$ cat config.mk
export PLATFORM = sky130hd
export DESIGN_NAME = uint32_rcv
export DESIGN_NICKNAME = d
export VERILOG_FILES = /design/src/rtl/uint32_rcv.sv
export SDC_FILE = /design/constraint.sdc
export NUM_CORES = 1
export LEC_CHECK = 0
export BUFFER_PORTS_ARGS = -buffer_cell sky130_fd_sc_hd__buf_2
export CAP_MARGIN = 20
export CELL_PAD_IN_SITES_DETAIL_PLACEMENT = 0
export CELL_PAD_IN_SITES_GLOBAL_PLACEMENT = 2
export CORE_MARGIN = 10
export CORE_UTILIZATION = 29
export CTS_BUF_LIST = sky130_fd_sc_hd__clkbuf_4 sky130_fd_sc_hd__clkbuf_8
export CTS_CLUSTER_DIAMETER = 120
export DETAILED_ROUTE_END_ITERATION = 16
export GPL_ROUTABILITY_DRIVEN = 1
export PLACE_DENSITY = 0.66
export SLEW_MARGIN = 15
export SYNTH_ARGS = -nofsm -noshare
export SYNTH_HDL_FRONTEND = slang
export SYNTH_SLANG_ARGS = --single-unit
$ cat constraint.sdc
create_clock -name clock -period 3.6 [get_ports clock]
set_input_delay 0.54 -clock clock [delete_from_list [all_inputs] [get_ports clock]]
set_output_delay 0.54 -clock clock [all_outputs]
set_load 0.02 [all_outputs]
$ cat src/rtl/uint32_rcv.sv
`timescale 1ns/1ps
// Purpose : receive side of the multiplexed 8-digit 7-segment bus; decodes digits back into a 32-bit word.
// Latency : digit 7 on the pins in cycle t -> valid in cycle t + SYNC_STAGES + STABLE_CYCLES.
// Backpr. : none; the panel bus cannot be stalled, and bad or out-of-order digits raise 1-cycle error pulses.
module uint32_rcv #(
    parameter int SYNC_STAGES   = 2,
    parameter int STABLE_CYCLES = 1
) (
    input  logic        clock,
    input  logic        reset_n,
    input  logic [7:0]  drains,
    input  logic [7:0]  leds,
    output logic [31:0] data,
    output logic [7:0]  dots,
    output logic        valid,
    output logic        seq_err,
    output logic        seg_err,
    output logic        onehot_err
);

    typedef enum logic [0:0] {IDLE, COLLECT} state_t;

    localparam logic [7:0] STABLE_N = 8'(STABLE_CYCLES);

    // {drains, leds} as seen after the synchroniser.
    logic [15:0] samp;

    generate
        if (SYNC_STAGES == 0) begin : g_nosync
            assign samp = {drains, leds};
        end else begin : g_sync
            logic [15:0] sync_q [SYNC_STAGES];
            logic [15:0] sync_d [SYNC_STAGES];

            // Shift the raw pins through the synchroniser chain.
            always_comb begin
                sync_d[0] = {drains, leds};
                for (int i = 1; i < SYNC_STAGES; i++) begin
                    sync_d[i] = sync_q[i-1];
                end
            end

            // Synchroniser flops.
            always_ff @(posedge clock) begin
                if (!reset_n) begin
                    for (int i = 0; i < SYNC_STAGES; i++) sync_q[i] <= '0;
                end else begin
                    for (int i = 0; i < SYNC_STAGES; i++) sync_q[i] <= sync_d[i];
                end
            end

            assign samp = sync_q[SYNC_STAGES-1];
        end
    endgenerate

    logic [15:0] prev_q, prev_d;
    logic [7:0]  cnt_q, cnt_d;
    logic        accept;

    // Run-length counter. A sample is accepted exactly once, on the cycle its run reaches STABLE_N.
    always_comb begin
        prev_d = samp;
        if (samp != prev_q)       cnt_d = 8'd1;
        else if (cnt_q >= STABLE_N) cnt_d = STABLE_N;
        else                      cnt_d = cnt_q + 8'd1;
        accept = (cnt_d == STABLE_N) && ((cnt_q != STABLE_N) || (samp != prev_q));
    end

    logic [7:0] s_dr;
    logic [7:0] s_led;
    logic       blank;
    logic       multi;
    logic [2:0] dig;
    logic [3:0] nib;
    logic       hit;

    assign s_dr  = samp[15:8];
    assign s_led = samp[7:0];
    assign blank = (s_dr == 8'd0);
    assign multi = ((s_dr & (s_dr - 8'd1)) != 8'd0);

    // Digit index from the one-hot strobe, and the reverse hex lookup on segments a..g.
    always_comb begin
        dig = 3'd0;
        for (int i = 0; i < 8; i++) begin
            if (s_dr[i]) dig = 3'(i);
        end
        hit = 1'b1;
        nib = 4'h0;
        case (s_led[6:0])
            7'h3F: nib = 4'h0;
            7'h06: nib = 4'h1;
            7'h5B: nib = 4'h2;
            7'h4F: nib = 4'h3;
            7'h66: nib = 4'h4;
            7'h6D: nib = 4'h5;
            7'h7D: nib = 4'h6;
            7'h07: nib = 4'h7;
            7'h7F: nib = 4'h8;
            7'h6F: nib = 4'h9;
            7'h77: nib = 4'hA;
            7'h7C: nib = 4'hB;
            7'h39: nib = 4'hC;
            7'h5E: nib = 4'hD;
            7'h79: nib = 4'hE;
            7'h71: nib = 4'hF;
            default: hit = 1'b0;
        endcase
    end

    state_t      state_q, state_d;
    logic [2:0]  exp_q, exp_d;
    logic        bad_q, bad_d;
    logic [31:0] shadow_q, shadow_d;
    logic [7:0]  sdots_q, sdots_d;
    logic [31:0] data_q, data_d;
    logic [7:0]  dots_q, dots_d;
    logic        valid_q, valid_d;
    logic        seq_err_q, seq_err_d;
    logic        seg_err_q, seg_err_d;
    logic        onehot_err_q, onehot_err_d;

    // Frame FSM: collects digits 0..7 in order into the shadow word and publishes clean frames.
    always_comb begin
        state_d      = state_q;
        exp_d        = exp_q;
        bad_d        = bad_q;
        shadow_d     = shadow_q;
        sdots_d      = sdots_q;
        data_d       = data_q;
        dots_d       = dots_q;
        valid_d      = 1'b0;
        seq_err_d    = 1'b0;
        seg_err_d    = 1'b0;
        onehot_err_d = 1'b0;

        if (accept) begin
            if (blank) begin
                // Transmitter output-enable dropped: abandon the frame quietly.
                state_d = IDLE;
            end else if (multi) begin
                onehot_err_d = 1'b1;
                state_d      = IDLE;
            end else begin
                case (state_q)
                    IDLE: begin
                        if (dig == 3'd0) begin
                            shadow_d[{dig, 2'b00} +: 4] = nib;
                            sdots_d[dig]                = s_led[7];
                            bad_d                       = !hit;
                            seg_err_d                   = !hit;
                            exp_d                       = 3'd1;
                            state_d                     = COLLECT;
                        end
                    end
                    COLLECT: begin
                        if (dig == exp_q) begin
                            shadow_d[{dig, 2'b00} +: 4] = nib;
                            sdots_d[dig]                = s_led[7];
                            seg_err_d                   = !hit;
                            bad_d                       = bad_q | !hit;
                            exp_d                       = exp_q + 3'd1;
                            if (dig == 3'd7) begin
                                state_d = IDLE;
                                if (!bad_d) begin
                                    valid_d = 1'b1;
                                    data_d  = shadow_d;
                                    dots_d  = sdots_d;
                                end
                            end
                        end else begin
                            // Out of order. A fresh digit 0 restarts the frame instead of waiting.
                            seq_err_d = 1'b1;
                            if (dig == 3'd0) begin
                                shadow_d[{dig, 2'b00} +: 4] = nib;
                                sdots_d[dig]                = s_led[7];
                                bad_d                       = !hit;
                                exp_d                       = 3'd1;
                            end else begin
                                state_d = IDLE;
                            end
                        end
                    end
                    default: state_d = IDLE;
                endcase
            end
        end
    end

    // State, stability tracker and output registers.
    always_ff @(posedge clock) begin
        if (!reset_n) begin
            prev_q       <= '0;
            cnt_q        <= '0;
            state_q      <= IDLE;
            exp_q        <= '0;
            bad_q        <= 1'b0;
            shadow_q     <= '0;
            sdots_q      <= '0;
            data_q       <= '0;
            dots_q       <= '0;
            valid_q      <= 1'b0;
            seq_err_q    <= 1'b0;
            seg_err_q    <= 1'b0;
            onehot_err_q <= 1'b0;
        end else begin
            prev_q       <= prev_d;
            cnt_q        <= cnt_d;
            state_q      <= state_d;
            exp_q        <= exp_d;
            bad_q        <= bad_d;
            shadow_q     <= shadow_d;
            sdots_q      <= sdots_d;
            data_q       <= data_d;
            dots_q       <= dots_d;
            valid_q      <= valid_d;
            seq_err_q    <= seq_err_d;
            seg_err_q    <= seg_err_d;
            onehot_err_q <= onehot_err_d;
        end
    end

    assign data       = data_q;
    assign dots       = dots_q;
    assign valid      = valid_q;
    assign seq_err    = seq_err_q;
    assign seg_err    = seg_err_q;
    assign onehot_err = onehot_err_q;

endmodule
==> out/summary.txt <==
Synthesized flop and latch total -> 145
Setup CP Type -> reg -> reg
Endpoints failing setup -> 0
Max Freq -> 0.326 GHz
Post-synthesis simple-gate area fraction -> 25.6%
Compound-cell area share of the yosys netlist -> 8.98%
Sw Ratio -> 30.5%
Hold_buf cts -> 0
Final Skew -> 16.2 ps
Layout cell share with drive strength beyond 1 -> 17.4%
Total gr overflow -> 0
Setup TNS -> 0 ps
Mapped cell area -> 0.00664 mm^2
Top cell type's share of synthesized area -> 43.7%
Die Y -> 171 um
Async SR Flop Fraction -> 0%
Die width -> 171 um
Req. time, crit path -> 3970 ps
Average size of a mapped cell -> 9.13 um^2
Top cells by area, synth -> dfxtp_1, mux2i_1, nand2_1
Multi-input gate area -> 0.00347 mm^2
Largest net degree at the start of global routing -> 119
Post-synth top cells -> dfxtp_1, nand2_1, mux2i_1, and2_1, clkbuf_1
Sequential cell area -> 0.00290 mm^2
Clock Sinks -> 145
Fillers -> 2,366
Number of vias per cell -> 4.73
Cell-internal power -> 0.00228 W
Drt first pass iters -> 4
Final ANT Viol Nets -> 0
Setup bufs post-CTS -> 0
Post-synthesis adder-cell area fraction -> 1.47%
Violation count after the first detailed-route iteration -> 261
Sw power -> 0.000997 W
Slew HR -> 20.5%
Peak VDD IR -> 0.000207 V
CTS H-tree depth -> 4
Synth Warn # -> 0
Post-DP HPWL -> 12.1 mm
Initial antenna violation count -> 0
Final Slew Violations -> 0
Gpl congestion -> 0.798
Gate power share -> 9.0%
Fraction of synthesized area in multiplexers -> 13.4%
Final period util -> 85.1%
Via count -> 5,077
Die area -> 0.0294 mm^2
Post-synthesis xor/xnor area fraction -> 2.37%
Core area -> 0.0226 mm^2
Std-Cell Rows -> 55
Top-count cell post-synth -> dfxtp_1
Most used flip-flop cell after synthesis -> dfxtp_1
Worst Max-Slew Pin Slew -> 1190 ps
CTS tree -> yes
Largest family of logic cells by synthesized area -> simple AND/OR/NAND/NOR gates
Syn Inst Count -> 728
Num CTS Buffers -> 17
Final #Nets -> 800
WHS -> 279 ps
P&R area growth vs syn -> 15.1%
Clock Latency Late Sink -> 460 ps
Post-synth EDFFs -> 0
Sequential power share -> 50.7%
Clk slew on worst S/H paths -> 100 ps
# IOs -> 62
Crit path time final -> 3060 ps
Crit. End Element -> flop
CP arrival -> 3440 ps
Max Cap Violations -> 0
DRC Markers -> 0
Peak fanout along the critical path -> 9
Post_cts resized -> 0
Inserted Diodes -> 0
Post-synthesis sequential area ratio -> 43.7%
CP Launch Type -> flop
Vias in the first global route -> 5,079
Reg2Reg Depth -> 11
Cell Pwr Density -> 428 mW/mm^2
Max Buffers Root-to-Sink -> 2
Hold WC Path Type -> in -> reg
Clk pwr share -> 40.3%
Unrepaired setup endpoints after global routing -> false
Final wirelength -> 17.4 mm
Status -> complete, no violations
Post-DR wirelength/cell -> 16.3 um
First-pass GRT wire length -> 27.8 mm
Final hold violations -> 0
Yosys top cell by area -> dfxtp_1
Port bufs -> 61
Leak pwr -> 3.32 nW
Post-synth cell types -> 67
Root Buffer -> clkbuf_8
Hold Crit Depth -> 2
Gr usage total -> 12.1%
Initial Utilization -> 29.4%
==> metrics by stage <==
stage | util (%) | instances | cell area [um^2] | worst slack (ps) | total power [W]
floorplan | - | 732 | 6660 | 49.8 | 0.00190
global placement | 32.0 | 1041 | 7230 | 644 | 0.00199
detailed placement | 32.0 | 1041 | 7230 | 577 | 0.00200
CTS | 33.9 | 1073 | 7650 | 534 | 0.00334
global route | 33.9 | 1073 | 7650 | 284 | 0.00342
finish | 33.9 | 1073 | 7650 | 536 | 0.00327
==> power by group through the flow <==
stage	logic (W)	registers (W)	clock network [W]
4_1_cts	0.000299	0.00166	0.00138
6_report	0.000295	0.00166	0.00132
2_1_floorplan	0.000219	0.00168	0
3_3_place_gp	0.000296	0.00170	0
5_1_grt	0.000330	0.00166	0.00143
3_5_place_dp	0.000299	0.00170	0
==> cell type report <==
type	instances	area share, %
well taps	285	4.66
flip-flops and latches	145	38.0
repair buffers	78	6.02
multi-input cells	521	45.3
inverters	12	0.589
clock buffers	17	3.06
clock inverters	15	2.37
==> cell families (layout without fill, tap and decap cells) <==
group	count (synthesis)	in the layout
AND/OR/NAND/NOR	316	316
flip-flops	145	145
multiplexers	88	88
AO/OA/AOI/OAI	86	86
buffers and inverters	66	122
XOR/XNOR	18	18
adder cells (fa/ha/maj)	8	8
other	1	5
==> flip-flops by register name, indices dropped and copies added, names as in the netlist <==
name	count
dots	8
exp_q	3
seq_err	1
shadow_q	32
sdots_q	8
g_sync.sync_q	32
onehot_err	1
bad_q	1
seg_err	1
state_q	1
data	32
prev_q	16
valid	1
cnt_q	8
==> worst max-delay path, cell delays in order, from the launching register on <==
cell      delay (ps)
dfxtp_1          430
and2b_1          250
a211oi_1         340
nor2_1           110
ha_1             210
ha_1             190
inv_1            140
o21ai_0          270
nor4b_2          310
buf_4            190
nand4_1          270
mux2i_1          260
==> metal layers <==
layer,vias to the layer above,track usage [%],routed length [um]
met5,-,0,0
met4,0,3.97,263
met3,17,2.91,824
met2,90,20.0,8260
met1,2372,15.0,8100
li1,2598,-,-
==> final timing paths <==
check / from / slack [ps] / end
max: g_sync.sync_q[0][29] / 540 / shadow_q[25]
min: leds[5] / 280 / g_sync.sync_q[0][5]
max reg2reg: g_sync.sync_q[0][29] / 540 / shadow_q[25]
min reg2reg: g_sync.sync_q[0][8] / 440 / g_sync.sync_q[0][24]
==> placed cells by master, fill, tap and decap left out, drive strengths merged, types with 2 or more instances in the layout <==
cell type  count
mux2i         80
or4            3
conb           5
and4           4
nor2b          4
o211ai        21
nand4b         5
nor4b          4
and2          63
nand2        127
or3            3
nor3           8
xor2          13
clkinv         7
buf           78
nor3b          6
nand4         10
a211oi         6
nor4          11
a21oi          8
mux2           8
or3b           2
clkbuf        17
o2111a         2
dfxtp        145
inv           20
nand3         11
xnor2          5
o21ai         26
or2            5
nor2          27
nand2b        11
o21bai         2
a211o          2
or4b           2
ha             7
o22ai          6
and3           5
No activity file was read; power rests on OpenSTA's default activity.
